==> src/rtl/difference_n_bits_decode.sv <==
// First-difference decoder for a running-sum stream: recovers per-sample increments
// modulo 2^N and flags borrow, signed overflow and carry/borrow disagreement.
module difference_n_bits_decode #(
    parameter int N  = 8,
    parameter int CW = 16
) (
    input  logic          clk,
    input  logic          aclr_n,
    input  logic          restart,
    input  logic          in_valid,
    input  logic [N-1:0]  S_in,
    input  logic          carry_in,
    output logic          out_valid,
    output logic [N-1:0]  D,
    output logic          borrow,
    output logic          overflow,
    output logic          mismatch,
    output logic [CW-1:0] count
);

    typedef enum logic {EMPTY = 1'b0, PRIMED = 1'b1} state_t;

    state_t      state, state_nxt;
    logic [N-1:0] prev;
    logic [N:0]   diff;
    logic         emit;
    logic         load_prev;

    always_ff @(posedge clk or negedge aclr_n) begin
        if (!aclr_n) state <= EMPTY;
        else         state <= state_nxt;
    end

    // restart with a valid sample re-primes on that sample instead of emptying
    always_comb begin
        state_nxt = state;
        if (restart)       state_nxt = in_valid ? PRIMED : EMPTY;
        else if (in_valid) state_nxt = PRIMED;
    end

    always_comb begin
        load_prev = in_valid;
        emit      = in_valid && !restart && (state == PRIMED);
    end

    assign diff = {1'b0, S_in} - {1'b0, prev};

    always_ff @(posedge clk or negedge aclr_n) begin
        if (!aclr_n) begin
            prev      <= '0;
            out_valid <= 1'b0;
            D         <= '0;
            borrow    <= 1'b0;
            overflow  <= 1'b0;
            mismatch  <= 1'b0;
            count     <= '0;
        end else begin
            out_valid <= emit;
            if (load_prev) prev <= S_in;
            if (emit) begin
                D        <= diff[N-1:0];
                borrow   <= diff[N];
                overflow <= (S_in[N-1] != prev[N-1]) && (diff[N-1] != S_in[N-1]);
                mismatch <= diff[N] ^ carry_in;
            end
            // counter saturates rather than wrapping
            if (restart)                     count <= '0;
            else if (emit && (count != '1))  count <= count + CW'(1);
        end
    end

endmodule
==> config.mk <==
export PLATFORM = sky130hd
export DESIGN_NAME = difference_n_bits_decode
export DESIGN_NICKNAME = d
export VERILOG_FILES = /design/src/rtl/difference_n_bits_decode.sv
export SDC_FILE = /design/constraint.sdc
export NUM_CORES = 1
export LEC_CHECK = 0
export CAP_MARGIN = 20
export CELL_PAD_IN_SITES_DETAIL_PLACEMENT = 1
export CELL_PAD_IN_SITES_GLOBAL_PLACEMENT = 2
export CORE_ASPECT_RATIO = 0.8
export CORE_MARGIN = 1.5
export CORE_UTILIZATION = 31
export CTS_BUF_LIST = sky130_fd_sc_hd__clkbuf_16
export DETAILED_ROUTE_END_ITERATION = 8
export PLACE_DENSITY_LB_ADDON = 0.1
export SLEW_MARGIN = 20
export SYNTH_ARGS = -nofsm -noshare
export SYNTH_HDL_FRONTEND = slang
export SYNTH_SLANG_ARGS = --single-unit
==> constraint.sdc <==
create_clock -name clk -period 2.3 [get_ports clk]
set_input_delay 0.345 -clock clk [delete_from_list [all_inputs] [get_ports clk]]
set_output_delay 0.345 -clock clk [all_outputs]
set_load 0.1 [all_outputs]
==> out/summary.txt, run 1 <==
Clk Latency, worst-skew pair: 270 ps
Leak: 1.20 nW
CP Launch Point: S_in[0]
Worst Tran Pin Value: 748 ps
Crit path time final: 2080 ps
Mux cell area share after synthesis: 0.0107
Synthesized Nets: 229
Synth Area in XOR/XNOR: 0.0795
Reg clk slew, reported paths: 60 ps
Placed cell area: 2480 µm²
GPL Wtd Cong: 0.733
Final wirelength: 4.86 mm
1st-iter DRT viols: 66
Cell taking the most area after synthesis: dfrtp_1
R2R setup slack: 250 ps
Sequential cell area: 941 µm²
Hold crit path type: in -> async
Number of remaining DRC errors: 0
Post-Place Cells: 332
Largest net degree at the start of global routing: 33
DRT met1 WL: 2.70 mm
Initial antenna violation count: 0
CP required: 2450 ps
Maximum fanout along the worst path: 2
Global-route wire length before repair: 8.12 mm
Hold Vio Cnt, Final: 0
Pre-Repair DR Iteration Count: 4
Starting Density: 0.328
Nets@finish: 281
Fraction of the mapped netlist area in adder cells: 0.0669
R2R Path End: count[1]$_DFFE_PN0P_
Slew margin rel.: 0.501
Gr ovfl total: 0
Reg-to-Reg Start: count[0]$_DFFE_PN0P_
Syn_area_per_cell: 9.63 µm²
Worst Setup EP: mismatch$_DFFE_PN0P_
Share of layout cells above drive strength 1: 0.263
PortBufs: 40
CTS tree: done
Synth warnings: 0
Worst EP arrival: 2230 ps
Synth Instances: 206
Core footprint: 6040 µm²
Most frequent cell after synthesis: dfrtp_1
Critical path type: in -> reg
Post-synth EDFFs: 0
Status: finished, final reports clean
Skew final: 2.73 ps
Final non-filler cell total: 340
Gr usage total: 0.154
Final setup violating endpoints: 0
Power Dens Cells: 826 nW/µm²
#FFs+latches synth: 37
Vias in the first global route: 1588
Compound-cell area share of the yosys netlist: 0.129
Inserted Clock Buffers: 5
Top-area cell type share of the netlist area: 0.467
Via count: 1607
Setup repair after global routing missed its margin: false
WL met3: 211 µm
Primary FF master, synth: dfrtp_1
Full die area: 6890 µm²
Clock tree buffer depth: 2
Share of the yosys chip area belonging to registers: 0.467
Total Power: 2.17 mW
Mapped cell area: 1980 µm²
CTS Hold Bufs: 0
Synth-to-layout area growth: 32.2%
Largest family of logic cells by synthesized area: simple AND/OR/NAND/NOR gates
Worst VDD drop: 0.465 mV
Die X: 92.4 µm
Routed WL per cell: 14.3 µm
Critical path endpoint category: flop
Fillers: 695
Worst r2r path cells: 6
Row count: 25
Die H: 74.5 µm
Highest routed layer: met4
Area of the multi-input gates: 967 µm²
Top cells by instance count after synthesis: 37 x dfrtp_1, 22 x nand2_1, 21 x nor2_1
Post-Synth Simple-Gate Area: 0.200
H-tree depth: 2
Final period util: 0.904
Yosys cell types: 36
Max_cap viols: 0
HPWL Detailed: 3.50 mm
# clock sinks: 37
CP startpoint kind: input port
FFs w/ async S/R, synth: 1.00
Final ANT Viol Nets: 0
Max-slew violation count: 0
Root cell of the clock tree: clkbuf_16
Routed vias/inst: 4.73
IO Count: 41
Post-route cell area: 2620 µm²
DR WL met2: 1.93 mm
FMAX: 481 MHz
N_diodes: 0
Area contributors post-synth: dfrtp_1 47%, xor2_1 5.7%, ha_1 5.7%
Fin Setup TNS: 0 ps
-- how the worst min path moves through the flow --
stage,end,slack [ps],depth (start not counted)
5_1_grt,D[4]$_DFFE_PN0P_,200,1
4_1_cts,overflow$_DFFE_PN0P_,170,1
2_1_floorplan,D[0]$_DFFE_PN0P_,50,0
3_3_place_gp,D[0]$_DFFE_PN0P_,460,2
3_5_place_dp,out_valid$_DFF_PN0_,470,1
6_report,count[0]$_DFFE_PN0P_,140,1
-- final cells by class --
| cell class | count | share of cell area |
|---|---|---|
| well taps | 81 | 0.0386 |
| clock buffers | 5 | 0.0477 |
| repair buffers | 53 | 0.161 |
| clock inverters | 3 | 0.00477 |
| multi-input cells | 147 | 0.369 |
| inverters | 14 | 0.0200 |
| flip-flops and latches | 37 | 0.359 |
-- power breakdown --
part	total [mW]	internal [mW]	switching [mW]	leakage, nW
registers	0.761	0.718	0.0429	0.461
logic	0.749	0.191	0.558	0.672
clock network	0.655	0.392	0.263	0.0687
total	2.17	1.30	0.864	1.20
-- metrics by stage --
| step | hold slack (ps) | setup slack (ps) | utilization |
|---|---|---|---|
| final | 137 | 220 | 0.434 |
| after global routing | 200 | 38.6 | 0.434 |
| after detailed placement | 469 | -127 | 0.411 |
| after CTS | 173 | 169 | 0.434 |
| after floorplan | 49.4 | 6.58 | - |
| after global placement | 465 | -64.9 | 0.411 |
-- worst max-delay path, cell delays in order --
cell and delay (ps):
clkdlybuf4s50_1 470, inv_1 50, ha_1 210, fa_1 380, nand2b_1 200, a21oi_2 170, o22a_1 170, xor2_1 140
o21ai_0 80
-- flip-flops by register name (all words and copies together), names as in the netlist --
signal and flops:
borrow 1, prev 8, count 16, state 1, mismatch 1, D 8, overflow 1, out_valid 1
-- cells in the final DEF, fill, tap and decap left out, types with 9 or more instances in the layout --
master | netlist | layout
clkdlybuf4s50_1 | 0 | 11
dfrtp_1 | 37 | 25
inv_1 | 14 | 14
dfrtp_2 | 0 | 12
buf_4 | 0 | 41
o21ai_0 | 17 | 17
xor2_1 | 13 | 13
nand2_1 | 22 | 22
ha_1 | 9 | 9
nor2_1 | 21 | 21
-- timing repair --
action | in CTS | in global routing
setup buffers | 0 | 0
setup endpoints to repair | 0 | 1
gates resized for setup | 0 | 1
-- routing by layer --
layer	global-route usage	up-vias
met2	0.204	31
met5	0	-
li1	-	813
met4	0.0359	0
met3	0.0368	2
met1	0.246	761
-- logic make-up (layout without fill, tap and decap cells) --
group	after synthesis	count (layout)
xor+xnor	18	18
flops	37	37
mux	2	2
buf+inv	22	75
compound gates	41	41
simple gates	76	76
fa+ha+maj	10	10
Note: power is estimated with default switching activity, not from simulation.
==> run 2, diff against run 1 <==
--- a/config.mk
+++ b/config.mk
@@ -10,8 +10,8 @@
 export CELL_PAD_IN_SITES_GLOBAL_PLACEMENT = 2
 export CORE_ASPECT_RATIO = 0.8
 export CORE_MARGIN = 1.5
-export CORE_UTILIZATION = 31
-export CTS_BUF_LIST = sky130_fd_sc_hd__clkbuf_16
+export CORE_UTILIZATION = 32
+export CTS_BUF_LIST = sky130_fd_sc_hd__clkbuf_2
 export DETAILED_ROUTE_END_ITERATION = 8
 export PLACE_DENSITY_LB_ADDON = 0.1
 export SLEW_MARGIN = 20
==> run 2 against run 1 <==
Effect of this change: global-route usage increased by 0.37 points; flip-flop and latch count did not move; sequential share of layout area grew 1.4 points; design area is 3.8% lower; first-iteration DRC count decreased by 1.5%; combinational power about the same; critical path type is now reg -> reg.
==> out/summary.txt, run 2 (synthesis results as in run 1) <==
Status: finished, final reports clean
Nets@finish: 281
Final ANT Viol Nets: 0
Largest net degree at the start of global routing: 30
Fillers: 695
Final period util: 0.890
Leak: 1.16 nW
Share of layout cells above drive strength 1: 0.259
Most flop-heavy register: count
Fin Setup TNS: 0 ps
Worst Tran Pin Value: 723 ps
Power Dens Cells: 719 nW/µm²
Reg clk slew, reported paths: 200 ps
N_diodes: 0
Global-route wire length before repair: 8.22 mm
Die H: 73.4 µm
Hold crit path type: reg -> reg
Total Power: 1.81 mW
Row count: 25
Post-route cell area: 2520 µm²
Worst EP arrival: 2320 ps
Biggest regs: count: 16 flops, D: 8 flops, prev: 8 flops
Clock tree buffer depth: 2
Starting Density: 0.334
Vias in the first global route: 1626
Area of the multi-input gates: 963 µm²
Fin util: 0.424
Inserted Clock Buffers: 5
Commonest non-fill, non-tap cell in the layout: buf_4
CTS tree: done
Final setup violating endpoints: 0
Final wirelength: 4.87 mm
Sequential cell area: 941 µm²
Hold Vio Cnt, Final: 0
Pre-Repair DR Iteration Count: 4
Max-slew violation count: 0
Die X: 91.0 µm
Setup repair after global routing missed its margin: false
Full die area: 6680 µm²
Maximum fanout along the worst path: 8
FMAX: 488 MHz
1st-iter DRT viols: 65
Initial antenna violation count: 0
Gr ovfl total: 0
GPL Wtd Cong: 0.711
Max reg flops: 16
Max_cap viols: 0
Clk Latency, worst-skew pair: 370 ps
Synth-to-layout area growth: 27.2%
IO Count: 41
Number of remaining DRC errors: 0
Slew margin rel.: 0.518
Cts repair resizes: 0
CP startpoint kind: flop
Via count: 1625
Routed vias/inst: 4.78
Crit path time final: 2050 ps
PortBufs: 40
Core footprint: 5940 µm²
HPWL Detailed: 3.59 mm
Critical path type: reg -> reg
Skew final: 17.3 ps
Critical path endpoint category: flop
Gr usage total: 0.158
Worst VDD drop: 0.463 mV
Placed cell area: 2470 µm²
Most frequent cells in the layout: 40 x buf_4, 25 x dfrtp_1, 22 x nand2_1
H-tree depth: 2
Routed WL per cell: 14.3 µm
# clock sinks: 37
CP required: 2570 ps
Root cell of the clock tree: clkbuf_2
==> run 2: worst max-delay path, cell delays in order (launching register included) <==
cell and delay [ps]:
dfrtp_2 430, ha_1 240, inv_1 70, or4_1 700, o21ai_2 260, mux2i_1 200
nor2_1 50
==> run 2: path summary, 6_finish.rpt <==
path / startpoint / to / slack (ps) / cells after the start
max: count[0]$_DFFE_PN0P_ / count[1]$_DFFE_PN0P_ / 250 / 6
min: D[4]$_DFFE_PN0P_ / D[4]$_DFFE_PN0P_ / 510 / 2
max reg2reg: count[0]$_DFFE_PN0P_ / count[1]$_DFFE_PN0P_ / 250 / 6
min reg2reg: D[4]$_DFFE_PN0P_ / D[4]$_DFFE_PN0P_ / 510 / 2
max in group asynchronous: aclr_n / D[3]$_DFFE_PN0P_ / 1170 / 3
min in group asynchronous: aclr_n / count[9]$_DFFE_PN0P_ / 520 / 2
==> run 2: routing by layer <==
layer / GRT usage / share of wire
met1: 0.236 / 0.54
met2: 0.231 / 0.41
met3: 0.0352 / 0.040
met5: 0 / 0
met4: 0.0365 / 0.0037
==> run 2: cell type report <==
| class | instances | area share |
|---|---|---|
| timing repair buffer | 53 | 0.169 |
| clock buffer | 7 | 0.0139 |
| tap | 81 | 0.0402 |
| sequential | 37 | 0.373 |
| multi-input combinational | 147 | 0.382 |
| clock inverter | 1 | 0.00149 |
| inverter | 14 | 0.0208 |
==> run 2: power breakdown <==
part | total, mW | internal [mW] | leakage [nW] | switching, mW
Sequential | 0.756 | 0.717 | 0.461 | 0.0391
Clock | 0.310 | 0.0817 | 0.0306 | 0.228
Combinational | 0.748 | 0.191 | 0.672 | 0.557
Total | 1.81 | 0.989 | 1.16 | 0.824
==> run 2: repair_timing <==
item | 4_1_cts | 5_1_grt
endpoints found under the hold margin | 28 | 0
hold buffers | 1 | 0
buffers inserted | 0 | 0
==> run 2: through the flow <==
stage | hold WS, ps | cells | setup WS [ps]
floorplan | 49.4 | 206 | 6.58
global placement | 441 | 331 | -73.8
detailed placement | 456 | 331 | -141
CTS | 506 | 340 | 219
global route | 535 | 340 | 115
finish | 508 | 340 | 253
